[config.mk]
export PLATFORM = sky130hd
export DESIGN_NAME = pipe_credit_ctrl
export DESIGN_NICKNAME = d
export VERILOG_FILES = /design/src/rtl/pipe_ctrl_pkg.sv /design/src/rtl/pipe_credit_fifo.sv /design/src/rtl/pipe_credit_ctrl.sv
export SDC_FILE = /design/constraint.sdc
export NUM_CORES = 1
export LEC_CHECK = 0
export CAP_MARGIN = 20
export CORE_MARGIN = 8
export CORE_UTILIZATION = 53
export DETAILED_ROUTE_END_ITERATION = 12
export GPL_ROUTABILITY_DRIVEN = 1
export PLACE_DENSITY_LB_ADDON = 0.25
export SETUP_SLACK_MARGIN = 0.3
export SYNTH_ARGS = -nofsm -noshare
export SYNTH_HDL_FRONTEND = slang
export SYNTH_HIERARCHICAL = 1
export SYNTH_SLANG_ARGS = --single-unit
export TNS_END_PERCENT = 20
[constraint.sdc]
create_clock -name clk -period 7.23 [get_ports clk]
set_clock_uncertainty 0.15 [all_clocks]
set_input_delay 2.169 -clock clk [delete_from_list [all_inputs] [get_ports clk]]
set_output_delay 2.169 -clock clk [all_outputs]
set_load 0.02 [all_outputs]
[src/rtl/pipe_ctrl_pkg.sv]
// Sizing helpers shared by the pipeline credit controller and its output FIFO.
package pipe_ctrl_pkg;

    function automatic int cnt_w(int n);
        return $clog2(n + 1);
    endfunction

    function automatic int FDEP_MIN_FULLRATE(int dep);
        return dep + 2;
    endfunction

    localparam int DEP_DEFAULT  = 4;
    localparam int FDEP_DEFAULT = FDEP_MIN_FULLRATE(DEP_DEFAULT);

endpackage

[src/rtl/pipe_credit_fifo.sv]
// Synchronous FIFO with registered pointers and a fall-through head; zero-cycle read of head.
// Caller guarantees no write when full (credit protected); reads when empty are ignored.
module pipe_credit_fifo
    import pipe_ctrl_pkg::*;
#(
    parameter int WID  = 32,
    parameter int FDEP = 6
) (
    input  logic           clk,
    input  logic           rst,
    input  logic           clr,
    input  logic           wr,
    input  logic [WID-1:0] wdat,
    input  logic           rd,
    output logic [WID-1:0] rdat,
    output logic           empty,
    output logic           full
);
    localparam int PW = (FDEP > 1) ? $clog2(FDEP) : 1;
    localparam int CW = cnt_w(FDEP);

    logic [WID-1:0] mem_q [FDEP];
    logic [PW-1:0]  wp_q, wp_d, rp_q, rp_d;
    logic [CW-1:0]  lvl_q, lvl_d;
    logic           do_rd;

    function automatic logic [PW-1:0] ptr_inc(input logic [PW-1:0] p);
        return (p == PW'(FDEP - 1)) ? '0 : p + 1'b1;
    endfunction

    assign do_rd = rd & ~empty;
    assign empty = (lvl_q == '0);
    assign full  = (lvl_q == CW'(FDEP));
    assign rdat  = mem_q[rp_q];

    always_comb begin
        wp_d  = wp_q;
        rp_d  = rp_q;
        lvl_d = lvl_q;
        if (clr) begin
            wp_d  = '0;
            rp_d  = '0;
            lvl_d = '0;
        end else begin
            if (wr)    wp_d = ptr_inc(wp_q);
            if (do_rd) rp_d = ptr_inc(rp_q);
            case ({wr, do_rd})
                2'b10:   lvl_d = lvl_q + 1'b1;
                2'b01:   lvl_d = lvl_q - 1'b1;
                default: lvl_d = lvl_q;
            endcase
        end
    end

    always_ff @(posedge clk) begin
        if (rst) begin
            wp_q  <= '0;
            rp_q  <= '0;
            lvl_q <= '0;
        end else begin
            wp_q  <= wp_d;
            rp_q  <= rp_d;
            lvl_q <= lvl_d;
        end
    end

    always_ff @(posedge clk) begin
        if (wr && !clr) mem_q[wp_q] <= wdat;
    end

endmodule

[src/rtl/pipe_credit_ctrl.sv]
// Valid/ready wrapper around a ce-gated fixed-latency pipeline; item appears on m_* DEP+1 ce-cycles after accept.
// Downstream stalls are absorbed by a credit-sized FIFO; s_ready drops only when all FDEP credits are used.
module pipe_credit_ctrl
    import pipe_ctrl_pkg::*;
#(
    parameter int WID  = 32,
    parameter int DEP  = DEP_DEFAULT,
    parameter int FDEP = FDEP_MIN_FULLRATE(DEP)
) (
    input  logic           clk,
    input  logic           rst,
    input  logic           ce,
    input  logic           flush,
    input  logic           s_valid,
    output logic           s_ready,
    input  logic [WID-1:0] s_data,
    output logic           dp_ce,
    output logic [WID-1:0] dp_i,
    input  logic [WID-1:0] dp_o,
    output logic           m_valid,
    input  logic           m_ready,
    output logic [WID-1:0] m_data,
    output logic           busy
);
    localparam int CW = cnt_w(FDEP);

    logic [DEP-1:0] vld_q, vld_d;
    logic [CW-1:0]  cnt_q, cnt_d;
    logic [CW-1:0]  lvl_q, lvl_d;
    logic           acc, pop, fifo_wr, fifo_empty, fifo_full;

    assign dp_ce   = ce;
    assign dp_i    = s_data;
    assign s_ready = (cnt_q < CW'(FDEP));
    assign m_valid = ~fifo_empty;
    assign busy    = (cnt_q != '0);

    // flush blocks both handshakes even though ready/valid stay visible
    assign acc     = ce & s_valid & s_ready & ~flush;
    assign pop     = ce & m_valid & m_ready & ~flush;
    assign fifo_wr = ce & vld_q[DEP-1] & ~flush;

    always_comb begin
        vld_d = vld_q;
        cnt_d = cnt_q;
        lvl_d = lvl_q;
        if (flush) begin
            vld_d = '0;
            cnt_d = '0;
            lvl_d = '0;
        end else if (ce) begin
            vld_d    = vld_q << 1;
            vld_d[0] = acc;
            case ({acc, pop})
                2'b10:   cnt_d = cnt_q + 1'b1;
                2'b01:   cnt_d = cnt_q - 1'b1;
                default: cnt_d = cnt_q;
            endcase
            case ({fifo_wr, pop})
                2'b10:   lvl_d = lvl_q + 1'b1;
                2'b01:   lvl_d = lvl_q - 1'b1;
                default: lvl_d = lvl_q;
            endcase
        end
    end

    always_ff @(posedge clk) begin
        if (rst) begin
            vld_q <= '0;
            cnt_q <= '0;
            lvl_q <= '0;
        end else begin
            vld_q <= vld_d;
            cnt_q <= cnt_d;
            lvl_q <= lvl_d;
        end
    end

    pipe_credit_fifo #(
        .WID  (WID),
        .FDEP (FDEP)
    ) u_fifo (
        .clk   (clk),
        .rst   (rst),
        .clr   (flush),
        .wr    (fifo_wr),
        .wdat  (dp_o),
        .rd    (pop),
        .rdat  (m_data),
        .empty (fifo_empty),
        .full  (fifo_full)
    );

    // lvl_q mirrors FIFO occupancy so credits can be cross-checked against items held
    a_no_overflow: assert property (@(posedge clk) disable iff (rst) !(fifo_wr && fifo_full));
    a_lvl_match:   assert property (@(posedge clk) disable iff (rst) ((lvl_q == '0) == fifo_empty));
    a_cnt_sum:     assert property (@(posedge clk) disable iff (rst)
                                    (int'(cnt_q) == $countones(vld_q) + int'(lvl_q)));
    a_cnt_max:     assert property (@(posedge clk) disable iff (rst) (int'(cnt_q) <= FDEP));

endmodule

==> metrics list <==
* Post-CTS clock slew at the launch and capture registers of the worst setup and hold paths: 0.06 ns
- Detailed routing inserted a total of between 4000 and 5000 vias.
* Synth Cell Area: 0.00855 mm²
* PostCTS Resize Cnt: 0
* Clock Path Buffers: 3
- The die is 143 µm wide.
- The worst hold path passes through 2 cells.
* Fill cell instance count of the final layout: roughly 1100
- Buffers inserted to repair hold after CTS numbered 0.
- Boundary Pins: 138
* Transition time of the tightest slew-check pin: 1.11 ns
- Among the stages of the critical path, the cell type that occurs most often is sky130_fd_sc_hd__clkdlybuf4s50_1.
- On the critical path the largest part of the delay comes from buffers and inverters.
- Most frequent cells in the layout: sky130_fd_sc_hd__edfxtp_1 (192), sky130_fd_sc_hd__clkdlybuf4s50_1 (73), sky130_fd_sc_hd__mux2i_1 (69)
- Synthesis produced 510 cells.
* Combined global-route utilization of all metal layers: 0.165
* Half-perimeter wire length of the detailed placement result: 9.54 mm
- Setup violations remaining at the end of the flow were counted as 0.
- CTS Root Buffer Type: sky130_fd_sc_hd__clkbuf_16
- Final GP Congestion: 0.699
- TritonCTS built the clock tree.
* Req. time, crit path: 4.91 ns
- In this run the number of H-tree levels came out at 1.
* Most common library cell in the layout ignoring fill and taps: sky130_fd_sc_hd__edfxtp_1
- FMAX: 171 MHz
* Initial standard-cell utilization of the core: 0.540
- Number of hold violations in the final report: 0
- In this run the static leakage power is slightly above 3 nW.
- The count of final max-slew check failures came to 0.
- Pin count of the biggest net entering global routing: 59
* Post-route setup TNS: 0 ns
* Crit path setup slack, layout: between 1 and 1.5 ns
- Measured against its own limit, the worst slew margin works out to 0.257.
* FF-to-FF path depth: 10
- Ratio of routed vias to standard cells: 5.63
* Number of antenna violations at the first check in global routing: 1
- Mean Syn Cell Area: approximately 17 µm²
* Standard cell core area: 0.0158 mm²
* Instance count on the critical path: 2
* Ys Warns: 6
- Routed wire length: 16.6 mm
* Maximum ir drop on the vdd rail: 0.153 mV
* Final critical path time including I/O delays and setup: 5.85 ns
- Longest individual stage delay on the worst path: a little under 0.7 ns
* Number of violations reported at the end of detailed-routing iteration 0: around 260
* Antenna cells: 0
- In this run, CTS created clock tree buffers numbering 21.
- For the worst setup path, the data arrival time is 3.53 ns.
- The detail route stage leaves a number of antenna-violating nets equal to 0.
- Standard-cell row count: 46
- The slowest stage of the critical path is the sky130_fd_sc_hd__clkdlybuf4s50_1 cell.
- Traced cell by cell, the critical path runs through clkdlybuf4s50_1, clkdlybuf4s50_1.
- The later pin in the worst-skew pair is clocked with a latency of 0.49 ns.
* Ratio of final minimum period to clock period: 0.809
* Area of the die: 0.0205 mm²
- STA classifies the critical path endpoint as an output pin.
* Wire length of the first global-routing pass: approximately 26 mm
- The count of buffers added on input and output ports is 73.
* Setup repair after global routing missed its margin: no
- After detailed routing, the average wire length per cell comes to 21.2 µm.
* Category of the worst setup path launch point: input port
* Number of buffer and inverter instances along the worst setup path: 2
- Summed over all layers, the global routing overflow is 0.
* Setup Slack @ Placement: 1.36 ns
- The design draws approximately 2.5 mW.
* Power per cell area: 250 mW/mm²
* Area growth from synthesis to layout: 16.3%
- Total Nets Final: 630
* Detailed-routing iteration count for the pre-antenna-repair pass: 4
* Max-cap viol count: 0
- Run status: finished clean
- The critical path is of the in2out type.
- Chip Height: between 100 and 150 µm
- Nets in the synthesized netlist: slightly below 600
- Top fanout value on the critical path: 10
- Vias in the first global route: 4708
- Counting every sink on the clock net gives 211.
* Share of final-layout standard cells stronger than drive strength 1: 0.120
- In the routed design, unresolved DRC markers number 0.
- Buffers added to address setup during post-CTS repair amount to 0.
* Worst hold path type: reg2reg
==> per-layer routing <==
| layer | track usage | wire length, µm |
|---|---|---|
| met1 | 0.191 | 6670 |
| met2 | 0.294 | 8560 |
| met3 | 0.0397 | 1020 |
| met4 | 0.0576 | 321 |
| met5 | 0 | 13 |
==> report_power, final <==
group / switching (mW) / internal [mW]
Clock: 0.418 / 0.703
Sequential: 0.000224 / 1.33
Combinational: 0.0184 / 0.0203
Total: 0.437 / 2.05
==> flip-flops by register name (all words and copies together) (netlist names), named ones only <==
| signal | count |
|---|---|
| u_fifo/mem_q | 192 |
| cnt_q | 3 |
| u_fifo/lvl_q | 3 |
| u_fifo/wp_q | 3 |
| u_fifo/rp_q | 3 |
| vld_q | 4 |
==> cell type report <==
class                   count  area [µm²]  share of cell area
repair buffers             84         826              0.0830
clock inverters             6         130              0.0131
inverters                   7        26.3             0.00264
flip-flops and latches    211        6150               0.618
well taps                 216         270              0.0272
multi-input cells         231        1960               0.197
clock buffers              28         582              0.0585
==> path summary, 6_finish.rpt <==
path / startpoint / end / slack, ns
worst max-delay path: ce / dp_ce / 1.38
worst min-delay path: vld_q[0]$_SDFFE_PP0P_ / vld_q[0]$_SDFFE_PP0P_ / 0.34
worst min register to register: vld_q[0]$_SDFFE_PP0P_ / vld_q[0]$_SDFFE_PP0P_ / 0.34
worst max register to register: u_fifo/lvl_q[0]$_SDFFE_PP0P_ / u_fifo/lvl_q[2]$_SDFFE_PP0P_ / 4.72
==> stage by stage <==
stage,hold slack [ns],instance area (µm²),instances,util
2_1_floorplan,0.296,8550,510,-
3_3_place_gp,0.302,9220,748,0.582
3_5_place_dp,0.328,9220,748,0.582
4_1_cts,0.338,9930,782,0.627
5_1_grt,0.365,9950,783,0.628
6_report,0.335,9950,783,0.628
(Power assumes the default switching activity.)
